$ cat src/rtl/fetch_decode_stage_pkg.sv
// Shared definitions for the fetch/decode stage: FSM encoding, instruction
// class codes, MIPS-style opcode constants and instruction field positions.
package fetch_decode_stage_pkg;

  typedef enum logic [1:0] {
    ST_IDLE = 2'b00,
    ST_RUN  = 2'b01,
    ST_HALT = 2'b10
  } fdState_t;

  localparam logic [1:0] TYPE_R = 2'b00;
  localparam logic [1:0] TYPE_I = 2'b01;
  localparam logic [1:0] TYPE_J = 2'b10;

  localparam logic [5:0] OP_R    = 6'd0;
  localparam logic [5:0] OP_J    = 6'd2;
  localparam logic [5:0] OP_JAL  = 6'd3;
  localparam logic [5:0] OP_HALT = 6'b111111;

  localparam int OP_LSB    = 26;
  localparam int RS_LSB    = 21;
  localparam int RT_LSB    = 16;
  localparam int RD_LSB    = 11;
  localparam int SHAMT_LSB = 6;
  localparam int FUNCT_LSB = 0;
  localparam int IMM_LSB   = 0;
  localparam int JADDR_LSB = 0;

  function automatic logic [1:0] instrType(input logic [5:0] op);
    if (op == OP_R) return TYPE_R;
    if (op == OP_J || op == OP_JAL) return TYPE_J;
    return TYPE_I;
  endfunction

endpackage

$ cat src/rtl/fetch_decode_stage_if.sv
// Control, memory-load and decoded-instruction signals of the fetch/decode
// stage; slave is the stage itself, master is whoever drives it.
interface fetch_decode_stage_if #(
  parameter int ADDR_W = 8
);
  logic [ADDR_W-1:0] initialPC_FD;
  logic              start_FD;
  logic              stall_FD;
  logic              redirect_FD;
  logic [ADDR_W-1:0] redirectAddr_FD;
  logic              imemWe_FD;
  logic [ADDR_W-3:0] imemWAddr_FD;
  logic [31:0]       imemWData_FD;

  logic [5:0]        op_FD;
  logic [4:0]        rs_FD;
  logic [4:0]        rt_FD;
  logic [4:0]        rd_FD;
  logic [4:0]        shamt_FD;
  logic [5:0]        funct_FD;
  logic [15:0]       imm_FD;
  logic [25:0]       jaddr_FD;
  logic [1:0]        type_FD;
  logic [ADDR_W-1:0] pcOut_FD;
  logic              valid_FD;
  logic              halted_FD;

  modport master (
    output initialPC_FD, start_FD, stall_FD, redirect_FD, redirectAddr_FD,
           imemWe_FD, imemWAddr_FD, imemWData_FD,
    input  op_FD, rs_FD, rt_FD, rd_FD, shamt_FD, funct_FD, imm_FD, jaddr_FD,
           type_FD, pcOut_FD, valid_FD, halted_FD
  );

  modport slave (
    input  initialPC_FD, start_FD, stall_FD, redirect_FD, redirectAddr_FD,
           imemWe_FD, imemWAddr_FD, imemWData_FD,
    output op_FD, rs_FD, rt_FD, rd_FD, shamt_FD, funct_FD, imm_FD, jaddr_FD,
           type_FD, pcOut_FD, valid_FD, halted_FD
  );
endinterface

$ cat src/rtl/fetch_decode_stage_imem_sync.sv
// DEPTH x 32 instruction memory: one write port, one registered read port.
// The read register doubles as the instruction register and is cleared by reset.
module imem_sync #(
  parameter int DEPTH = 64,
  parameter int IDX_W = 6
) (
  input  logic             clk,
  input  logic             rst_n,
  input  logic             we,
  input  logic [IDX_W-1:0] wIdx,
  input  logic [31:0]      wData,
  input  logic             re,
  input  logic [IDX_W-1:0] rIdx,
  output logic [31:0]      rData
);

  logic [31:0] mem [DEPTH];

  // Contents survive reset; only the read register is cleared.
  always_ff @(posedge clk) begin
    if (we) mem[wIdx] <= wData;
  end

  // Read-before-write: a same-edge write is not seen by this read.
  always_ff @(posedge clk) begin
    if (!rst_n)  rData <= '0;
    else if (re) rData <= mem[rIdx];
  end

endmodule

$ cat src/rtl/fetch_decode_stage.sv
// Fetch/decode stage: IDLE/RUN/HALT fetch FSM driving a synchronous
// instruction memory, with combinational field decode of the fetched word.
module fetch_decode_stage
  import fetch_decode_stage_pkg::*;
#(
  parameter int         ADDR_W  = 8,
  parameter int         DEPTH   = 2**(ADDR_W-2),
  parameter int         PC_STEP = 4,
  parameter logic [5:0] HALT_OP = OP_HALT
) (
  input logic               clk_FD,
  input logic               rst_n_FD,
  fetch_decode_stage_if.slave fd
);

  localparam int IDX_W = (DEPTH > 1) ? $clog2(DEPTH) : 1;
  localparam logic [ADDR_W-1:0] PC_INC = ADDR_W'(PC_STEP);

  function automatic logic [IDX_W-1:0] wordIdx(input logic [ADDR_W-3:0] w);
    return IDX_W'(32'(w) % 32'(DEPTH));
  endfunction

  fdState_t          state;
  logic [ADDR_W-1:0] pc_p0;
  logic [ADDR_W-1:0] pcOut_p1;
  logic              vld_p1;
  logic              halted_p1;
  logic [31:0]       ir_p1;
  logic              haltSeen;
  logic              rdEn;

  assign haltSeen = vld_p1 && (ir_p1[OP_LSB +: 6] == HALT_OP);
  // Fetch only on a plain advance; redirect, stall and halt all suppress it.
  assign rdEn = (state == ST_RUN) && !fd.redirect_FD && !fd.stall_FD && !haltSeen;

  // p0 -> p1: PC issued to memory, word lands in IR one edge later
  imem_sync #(
    .DEPTH (DEPTH),
    .IDX_W (IDX_W)
  ) u_imem (
    .clk   (clk_FD),
    .rst_n (rst_n_FD),
    .we    (fd.imemWe_FD),
    .wIdx  (wordIdx(fd.imemWAddr_FD)),
    .wData (fd.imemWData_FD),
    .re    (rdEn),
    .rIdx  (wordIdx(pc_p0[ADDR_W-1:2])),
    .rData (ir_p1)
  );

  always_ff @(posedge clk_FD) begin
    if (!rst_n_FD) begin
      state     <= ST_IDLE;
      pc_p0     <= '0;
      pcOut_p1  <= '0;
      vld_p1    <= 1'b0;
      halted_p1 <= 1'b0;
    end else begin
      unique case (state)
        ST_IDLE: begin
          if (fd.start_FD) begin
            pc_p0 <= fd.initialPC_FD;
            state <= ST_RUN;
          end
        end
        ST_RUN: begin
          if (fd.redirect_FD) begin
            pc_p0  <= fd.redirectAddr_FD;
            vld_p1 <= 1'b0;
          end else if (!fd.stall_FD) begin
            if (haltSeen) begin
              state     <= ST_HALT;
              halted_p1 <= 1'b1;
              vld_p1    <= 1'b0;
            end else begin
              pc_p0    <= pc_p0 + PC_INC;
              pcOut_p1 <= pc_p0;
              vld_p1   <= 1'b1;
            end
          end
        end
        ST_HALT: begin
          if (fd.redirect_FD) begin
            pc_p0     <= fd.redirectAddr_FD;
            state     <= ST_RUN;
            halted_p1 <= 1'b0;
          end
        end
        default: state <= ST_IDLE;
      endcase
    end
  end

  // p1: decode straight from IR
  assign fd.op_FD     = ir_p1[OP_LSB +: 6];
  assign fd.rs_FD     = ir_p1[RS_LSB +: 5];
  assign fd.rt_FD     = ir_p1[RT_LSB +: 5];
  assign fd.rd_FD     = ir_p1[RD_LSB +: 5];
  assign fd.shamt_FD  = ir_p1[SHAMT_LSB +: 5];
  assign fd.funct_FD  = ir_p1[FUNCT_LSB +: 6];
  assign fd.imm_FD    = ir_p1[IMM_LSB +: 16];
  assign fd.jaddr_FD  = ir_p1[JADDR_LSB +: 26];
  assign fd.type_FD   = instrType(ir_p1[OP_LSB +: 6]);
  assign fd.pcOut_FD  = pcOut_p1;
  assign fd.valid_FD  = vld_p1;
  assign fd.halted_FD = halted_p1;

endmodule

$ cat src/flat_wrapper.sv
// flat-port wrapper written by rule: the top's interface ports become plain ports
module fetch_decode_stage_flat import fetch_decode_stage_pkg::*;
#(
  parameter int         ADDR_W  = 8,
  parameter int         DEPTH   = 2**(ADDR_W-2),
  parameter int         PC_STEP = 4,
  parameter logic [5:0] HALT_OP = OP_HALT
)
  (clk_FD, rst_n_FD, fd_initialPC_FD, fd_start_FD, fd_stall_FD, fd_redirect_FD, fd_redirectAddr_FD, fd_imemWe_FD, fd_imemWAddr_FD, fd_imemWData_FD, fd_op_FD, fd_rs_FD, fd_rt_FD, fd_rd_FD, fd_shamt_FD, fd_funct_FD, fd_imm_FD, fd_jaddr_FD, fd_type_FD, fd_pcOut_FD, fd_valid_FD, fd_halted_FD);
  fetch_decode_stage_if #(.ADDR_W(ADDR_W)) fd_i ();
  input logic clk_FD;
  input logic rst_n_FD;
  input wire logic [$bits(fd_i.initialPC_FD)-1:0] fd_initialPC_FD;
  input wire logic [$bits(fd_i.start_FD)-1:0] fd_start_FD;
  input wire logic [$bits(fd_i.stall_FD)-1:0] fd_stall_FD;
  input wire logic [$bits(fd_i.redirect_FD)-1:0] fd_redirect_FD;
  input wire logic [$bits(fd_i.redirectAddr_FD)-1:0] fd_redirectAddr_FD;
  input wire logic [$bits(fd_i.imemWe_FD)-1:0] fd_imemWe_FD;
  input wire logic [$bits(fd_i.imemWAddr_FD)-1:0] fd_imemWAddr_FD;
  input wire logic [$bits(fd_i.imemWData_FD)-1:0] fd_imemWData_FD;
  output wire logic [$bits(fd_i.op_FD)-1:0] fd_op_FD;
  output wire logic [$bits(fd_i.rs_FD)-1:0] fd_rs_FD;
  output wire logic [$bits(fd_i.rt_FD)-1:0] fd_rt_FD;
  output wire logic [$bits(fd_i.rd_FD)-1:0] fd_rd_FD;
  output wire logic [$bits(fd_i.shamt_FD)-1:0] fd_shamt_FD;
  output wire logic [$bits(fd_i.funct_FD)-1:0] fd_funct_FD;
  output wire logic [$bits(fd_i.imm_FD)-1:0] fd_imm_FD;
  output wire logic [$bits(fd_i.jaddr_FD)-1:0] fd_jaddr_FD;
  output wire logic [$bits(fd_i.type_FD)-1:0] fd_type_FD;
  output wire logic [$bits(fd_i.pcOut_FD)-1:0] fd_pcOut_FD;
  output wire logic [$bits(fd_i.valid_FD)-1:0] fd_valid_FD;
  output wire logic [$bits(fd_i.halted_FD)-1:0] fd_halted_FD;
  assign fd_i.initialPC_FD = fd_initialPC_FD;
  assign fd_i.start_FD = fd_start_FD;
  assign fd_i.stall_FD = fd_stall_FD;
  assign fd_i.redirect_FD = fd_redirect_FD;
  assign fd_i.redirectAddr_FD = fd_redirectAddr_FD;
  assign fd_i.imemWe_FD = fd_imemWe_FD;
  assign fd_i.imemWAddr_FD = fd_imemWAddr_FD;
  assign fd_i.imemWData_FD = fd_imemWData_FD;
  assign fd_op_FD = fd_i.op_FD;
  assign fd_rs_FD = fd_i.rs_FD;
  assign fd_rt_FD = fd_i.rt_FD;
  assign fd_rd_FD = fd_i.rd_FD;
  assign fd_shamt_FD = fd_i.shamt_FD;
  assign fd_funct_FD = fd_i.funct_FD;
  assign fd_imm_FD = fd_i.imm_FD;
  assign fd_jaddr_FD = fd_i.jaddr_FD;
  assign fd_type_FD = fd_i.type_FD;
  assign fd_pcOut_FD = fd_i.pcOut_FD;
  assign fd_valid_FD = fd_i.valid_FD;
  assign fd_halted_FD = fd_i.halted_FD;
  fetch_decode_stage #(.ADDR_W(ADDR_W), .DEPTH(DEPTH), .PC_STEP(PC_STEP), .HALT_OP(HALT_OP)) u_core (.clk_FD(clk_FD), .rst_n_FD(rst_n_FD), .fd(fd_i));
endmodule
$ cat config.mk
export PLATFORM = sky130hd
export DESIGN_NAME = fetch_decode_stage_flat
export DESIGN_NICKNAME = d
export VERILOG_FILES = /design/src/rtl/fetch_decode_stage_pkg.sv /design/src/rtl/fetch_decode_stage_if.sv /design/src/rtl/fetch_decode_stage_imem_sync.sv /design/src/rtl/fetch_decode_stage.sv /design/src/flat_wrapper.sv
export SDC_FILE = /design/constraint.sdc
export NUM_CORES = 2
export LEC_CHECK = 0
export ABC_AREA = 1
export CELL_PAD_IN_SITES_DETAIL_PLACEMENT = 1
export CELL_PAD_IN_SITES_GLOBAL_PLACEMENT = 1
export CORE_MARGIN = 4
export CORE_UTILIZATION = 30
export CTS_CLUSTER_DIAMETER = 120
export DETAILED_ROUTE_END_ITERATION = 8
export HOLD_SLACK_MARGIN = 0.03
export PLACE_DENSITY_LB_ADDON = 0.1
export SYNTH_ARGS = -nofsm -noshare
export SYNTH_HDL_FRONTEND = slang
export SYNTH_SLANG_ARGS = --single-unit
export TNS_END_PERCENT = 10
$ cat constraint.sdc
create_clock -name clk_FD -period 5.1 [get_ports clk_FD]
set_input_delay 1.275 -clock clk_FD [delete_from_list [all_inputs] [get_ports clk_FD]]
set_output_delay 1.275 -clock clk_FD [all_outputs]
set_load 0.01 [all_outputs]
; Word level (Yosys, flattened, before mapping)
; Memories as Yosys holds them, arrays and structs flattened. A register that Yosys moved wholly into a read port is not among the register bits.
; Cells that the tools add are included.
; Widths: inputs -> output; s select.
[totals]
ramBits = 2048
ff_bits = 20
memories = 1
[op_classes]
n_mux = 29
reduce_logical = 18
bitwise = 3
n_addsub = 1
n_eq_ne = 13
[mem_list]
columns = memory, depth, word_bits, rd, rd_ports_with_merged_regs, write_ports, line
row1 = u_core.u_imem.mem, 64, 32, 1, 1, 1, fetch_decode_stage_imem_sync.sv:17  ; logic [31:0] mem [DEPTH];
[op_table]
columns = op, count
row1 = $mux 8, 5
row2 = $pmux 8 s3, 1
row3 = $mux 2, 9
row4 = $reduce_and 5->1, 3
row5 = $eq 6x2->1 const B, 2
row6 = $mux 1, 12
row7 = $add 8x3->8 const B, 1
row8 = $ne 2x2->1 const B, 4
row9 = $eq 6x6->1 const B, 1
row10 = $logic_not 6->1, 1
row11 = $ne 3x3->1 const B, 2
row12 = $pmux 2 s3, 1
row13 = $logic_and 1x1->1, 4
row14 = $logic_not 1->1, 4
row15 = $ne 2x1->1 const B, 2
row16 = $reduce_and 4->1, 1
row17 = $not 1->1, 3
row18 = $reduce_bool 3->1, 1
row19 = $eq 2x1->1 const B, 1
row20 = $eq 2x2->1 const B, 1
row21 = $logic_not 2->1, 1
row22 = $pmux 1 s2, 1
row23 = $reduce_and 2->1, 1
row24 = $reduce_bool 2->1, 1
row25 = $logic_or 1x1->1, 1

; Depth between registers and ports, before layout
[depth]
depth_word = 6
mapped_depth = 16
ltp_nobuf = 12

; By module
; A second synthesis with hierarchy kept.
[hier_totals]
cells_unflattened = 7106
hier_area_um2 = 84775.1
[modules_own_cells]
columns = mod, seq_area_each_um2, cells_each, area_each_um2, n_inst
row1 = imem_sync, 62139.6, 6888, 83284.9, 1
row2 = fetch_decode_stage, 400.4, 218, 1490.2, 1

; Worst setup path before layout
; No wires, ideal clock.
[synth_timing]
path_kind = in2reg
start = in fd_imemWe_FD
end = mem u_core.u_imem.mem[62][0], enable pin
required_ns = 4.598
n_path_buf = 1
slack_ns = -0.179
cell_stages = 3
setup_ns = 0.502
arrival_time_ns = 4.777
cell_sequence = clkbuf_1 -> inv_1 -> nor4_1
[synth_via]
elab_chain_len = 2
[synth_rtl]
columns = element, line
row1 = from (decl), flat_wrapper.sv:18  ; input wire logic [$bits(fd_i.imemWe_FD)-1:0] fd_imemWe_FD;
row2 = $mux 1, fetch_decode_stage_imem_sync.sv:21  ; if (we) mem[wIdx] <= wData;
row3 = $mux 1 (implied by the code), fetch_decode_stage_imem_sync.sv:21
row4 = to (decl), fetch_decode_stage_imem_sync.sv:17
; No other way between the ends.

; Worst setup path in the final report
[layout_timing]
start = reg u_core.u_imem.rData[31], read port of u_core.u_imem.mem
end = out fd_type_FD[1]
[layout_via]
elab_chain_len = 6
word_cells_on_any_way = 10
classes_between = eq/ne: 2 / mux: 6 / reduce/logical: 2
[layout_rtl]
columns = element, line
row1 = from (decl), fetch_decode_stage_imem_sync.sv:14  ; output logic [31:0] rData
row2 = $eq 6x2->1, fetch_decode_stage_pkg.sv:31  ; if (op == OP_J || op == OP_JAL) return TYPE_J;
row3 = $logic_or 1x1->1, fetch_decode_stage_pkg.sv:31
row4 = $mux 1 (2 in a row), fetch_decode_stage_pkg.sv:31
row5 = $mux 2, fetch_decode_stage_pkg.sv:32  ; return TYPE_I;
row6 = $mux 2 (*), fetch_decode_stage_pkg.sv:31
row7 = to (decl), flat_wrapper.sv:29  ; output wire logic [$bits(fd_i.type_FD)-1:0] fd_type_FD;
; Every way passes the cells marked *; elsewhere a longest branch is shown, timed or not. The select of a mux whose other input is x is not followed.

==> summary.md <==
| Metric | Value |
|---|---|
| Row count | between 150 and 200 |
| Hold Worst Slack | approximately 0.49 ns |
| Iter 0 DRT Violations | between 4000 and 5000 |
| Worst Hold Path EP | u_core.fd.halted_FD |
| Remaining DRCs | 0 |
| Die footprint | between 0.3 and 0.4 mm2 |
| Leakage power | roughly 0.038 uW |
| Post-CTS Hold Buffers | 0 |
| Distinct cells, synth | 27 |
| Switching power | around 19000 uW |
| Mean Syn Cell Area | about 11 um2 |
| Worst slew margin | between 20% and 30% |
| Util after Layout | a little over a third |
| CTS tree | done |
| Synth Instances | between 8000 and 9000 |
| Setup bufs post-CTS | 0 |
| VDD IR max | roughly 0.00031 V |
| Syn Std Cell Area | about 0.088 mm2 |
| Worst-margin pin slew | around 1.2 ns |
| Largest delay share family, worst path | buffers and inverters |
| Peak Freq | about 0.27 GHz |
| Syn_nets | between 8000 and 9000 |
| Final setup fails | 0 |
| Post-Route WL | around 320000 um |
| Final min period | between 3 and 4 ns |
| Grt ovf | 0 |
| Nets | between 8000 and 9000 |
| Crit-path slowest cell | clkdlybuf4s50_1 |
| Sw frac | between 30% and 40% |
| Fraction of layout cells with a size suffix above 1 | 7.88% |
| Clock buffer count from CTS | between 200 and 250 |
| Non-Filler Cell Area, Final | just over 0.1 mm2 |
| Post-DRT Antenna Nets | 0 |
| Power share of the clock group | 33.0% |
| Routability cong. | a little over 0.8 |
| Async SR Flop Fraction | 0% |
| P&R area growth vs syn | 16.2% |
| Worst-Skew Late Latency | between 0.9 and 1 ns |
| Fillers | ~32000 |
| HP Class | register to register |
| R2r startpoint | u_core.pc_p0[2] |
| Outcome | finished clean |
| Clock slew seen by the registers of the worst setup and hold paths | 0.06 ns |
| Setup TNS | 0 ns |
| Number of global-route vias before repair | between 60000 and 70000 |
| Unrepaired setup endpoints after global routing | no |
| Register share of total power | a little under two fifths |
| Reg-to-reg slack, setup | about 1.6 ns |
| Final period util | 73.5% |
| Register area | 0.0626 mm2 |
| Area after DPL | roughly 0.094 mm2 |
| Final Hold Fails | 0 |
| Initial Util | a little under a third |
| Syn. warnings | 0 |
| Crit path largest cell delay | around 0.63 ns |
| Root buf cell | clkbuf_16 |
| Sink Count | 2100 |
| Worst hold start | u_core.fd.halted_FD |
| Setup Skew | about 0.066 ns |
| Core region area | roughly 0.29 mm2 |
| R2R depth | 12 |
| Wire length per cell | around 26 um |
| Detail Placement HPWL | 197000 um |
| # IOs | 146 |
| End of the worst register-to-register path | u_core.u_imem.rData[26] |
| Longest Clk Path Bufs | 4 |
| #FFs+latches synth | 2100 |
| Die height | 548 um |
| DR pass1 iterations | 5 |
| H-tree lvl count | 4 |
| First-pass GRT wire length | 456000 um |
| Post-synthesis sequential area ratio | 71.4% |
| Pwr/cell area | approximately 500 mW/mm2 |
| Initial antenna violation count | 42 |
| Post-synth EDFFs | 2048 |
| Setup crit start kind | register |
| Port Buffer Count | roughly 150 |
| Worst-path fanout max | 3 |
| Hold Path Stages | 2 |
| CP Capture Type | output pin |
| CTS resizes | 0 |
| Int Pwr | around 32000 uW |
| Worst EP arrival | approximately 2.5 ns |
| Via density | 4.78 |
| Comb pwr share | 29.1% |
| DIE WIDTH | 548 um |
| Total GRT Usage | a little over a fifth |
| Setup CP Type | register to output pin |
| Primary FF master, synth | edfxtp_1 |
| Max Cap Viol | 0 |
| Crit-path cells | inv_1, nand2_1, nor3_1, clkdlybuf4s50_1 |
| Footprint of the multi-input gates | 0.0210 mm2 |
| DR vias | between 50000 and 60000 |
| Fin. max-slew vios | 0 |
| Worst EP required | between 3 and 4 ns |
| Buffer and inverter count on the worst path | 2 |
| Largest net degree at the start of global routing | 153 |
| Design Power | about 51000 uW |
## worst reg2reg max path, stage by stage, from the launching register on
cell	delay, ns
dfxtp_4	0.72
inv_16	0.39
buf_4	0.54
nand2_1	0.13
nand2_1	0.06
nand2_1	0.07
nand2_1	0.07
nand2_1	0.05
nand2_1	0.06
nor2_1	0.62
nand2_1	0.40
a21oi_1	0.26
nor2_1	0.08
## metrics by stage
step	instances	worst slack, ns
final	12400	1.35
after global routing	12400	1.20
after CTS	12400	1.20
after detailed placement	11900	1.04
after global placement	11900	1.03
after floorplan	8166	0.750
## cell type report
cell class	count	area share (%)
Multi-Input combinational cell	4973	20.7
Antenna cell	15	0.0369
Clock inverter	142	1.22
Tap cell	3900	4.80
Sequential cell	2100	61.5
Clock buffer	299	6.19
Timing Repair Buffer	354	3.32
Inverter	606	2.28
## Yosys cell counts (2+ instances only)
master	instances	area share, %
nand2_1	2672	11
nand4_1	2	0.014
buf_4	54	0.46
inv_1	601	2.6
a21oi_1	210	1.2
nor2_4	2	0.026
ha_1	5	0.071
o211ai_1	3	0.026
dfxtp_1	52	1.2
edfxtp_1	2048	70
or2_2	32	0.23
buf_2	125	0.71
nor3_1	12	0.069
clkbuf_1	270	1.2
clkinv_1	3	0.013
buf_1	34	0.15
nor2_1	923	4.0
o21ai_0	346	2.0
nand3_1	760	4.3
buf_6	4	0.051
a31oi_1	2	0.014
## power groups by stage
stage	registers, uW	logic, uW	clock network [uW]
global placement	19800	15400	0
floorplan	19600	8000	0
global route	19500	16300	18100
finish	19500	14900	16900
CTS	19500	15400	17400
detailed placement	19800	15300	0
## cells by family after synthesis
| group | count (synthesis) | share of synthesized area, % |
|---|---|---|
| and+or+nand+nor | 4404 | 20.1 |
| buffers and inverters | 1093 | 5.13 |
| DFF | 2100 | 71.4 |
| AOI/OAI and AO/OA | 564 | 3.24 |
| adders and majority gates | 5 | 0.0715 |
## state kept, by name, summed over array words and instances (netlist names)
name,flops
u_core.fd.halted_FD,1
u_core.pc_p0,8
u_core.fd.pcOut_FD,8
u_core.u_imem.rData,32
u_core.state,2
u_core.u_imem.mem,2048
u_core.fd.valid_FD,1
## placed cells by master, fill, tap and decap left out, types with 32 or more instances in the layout
cell	n
nor2_1	860
clkdlybuf4s50_1	113
buf_4	168
nor2_4	65
clkbuf_16	243
or2_2	32
o21ai_0	346
inv_1	599
clkinv_1	71
buf_12	41
buf_2	32
clkinv_2	38
a21oi_1	210
edfxtp_1	2048
nand3_1	759
nand2_1	2670
dfxtp_1	48
clkbuf_1	56
## routing by layer
| layer | GRT usage [%] | wire, um | vias to the layer above |
|---|---|---|---|
| met3 | 2.04 | 12000 | 348 |
| met5 | 0 | 13 | - |
| met1 | 29.2 | 148000 | 30400 |
| met2 | 35.1 | 154000 | 1057 |
| li1 | - | - | 27400 |
| met4 | 4.79 | 7260 | 2 |
## worst max path at each step
stage                                  from                        end  slack (ns)  cells past startpoint
floorplan                      fd_imemWe_FD   u_core.u_imem.mem[61][0]        0.75                      3
global placement         fd_imemWAddr_FD[5]  u_core.u_imem.mem[34][24]        1.03                      6
detailed placement       fd_imemWAddr_FD[5]  u_core.u_imem.mem[34][24]        1.04                      6
CTS                 u_core.u_imem.rData[30]              fd_type_FD[1]        1.20                      4
global route        u_core.u_imem.rData[30]              fd_type_FD[1]        1.20                      4
finish              u_core.u_imem.rData[31]              fd_type_FD[1]        1.35                      4
No activity file was read; power rests on OpenSTA's default activity.
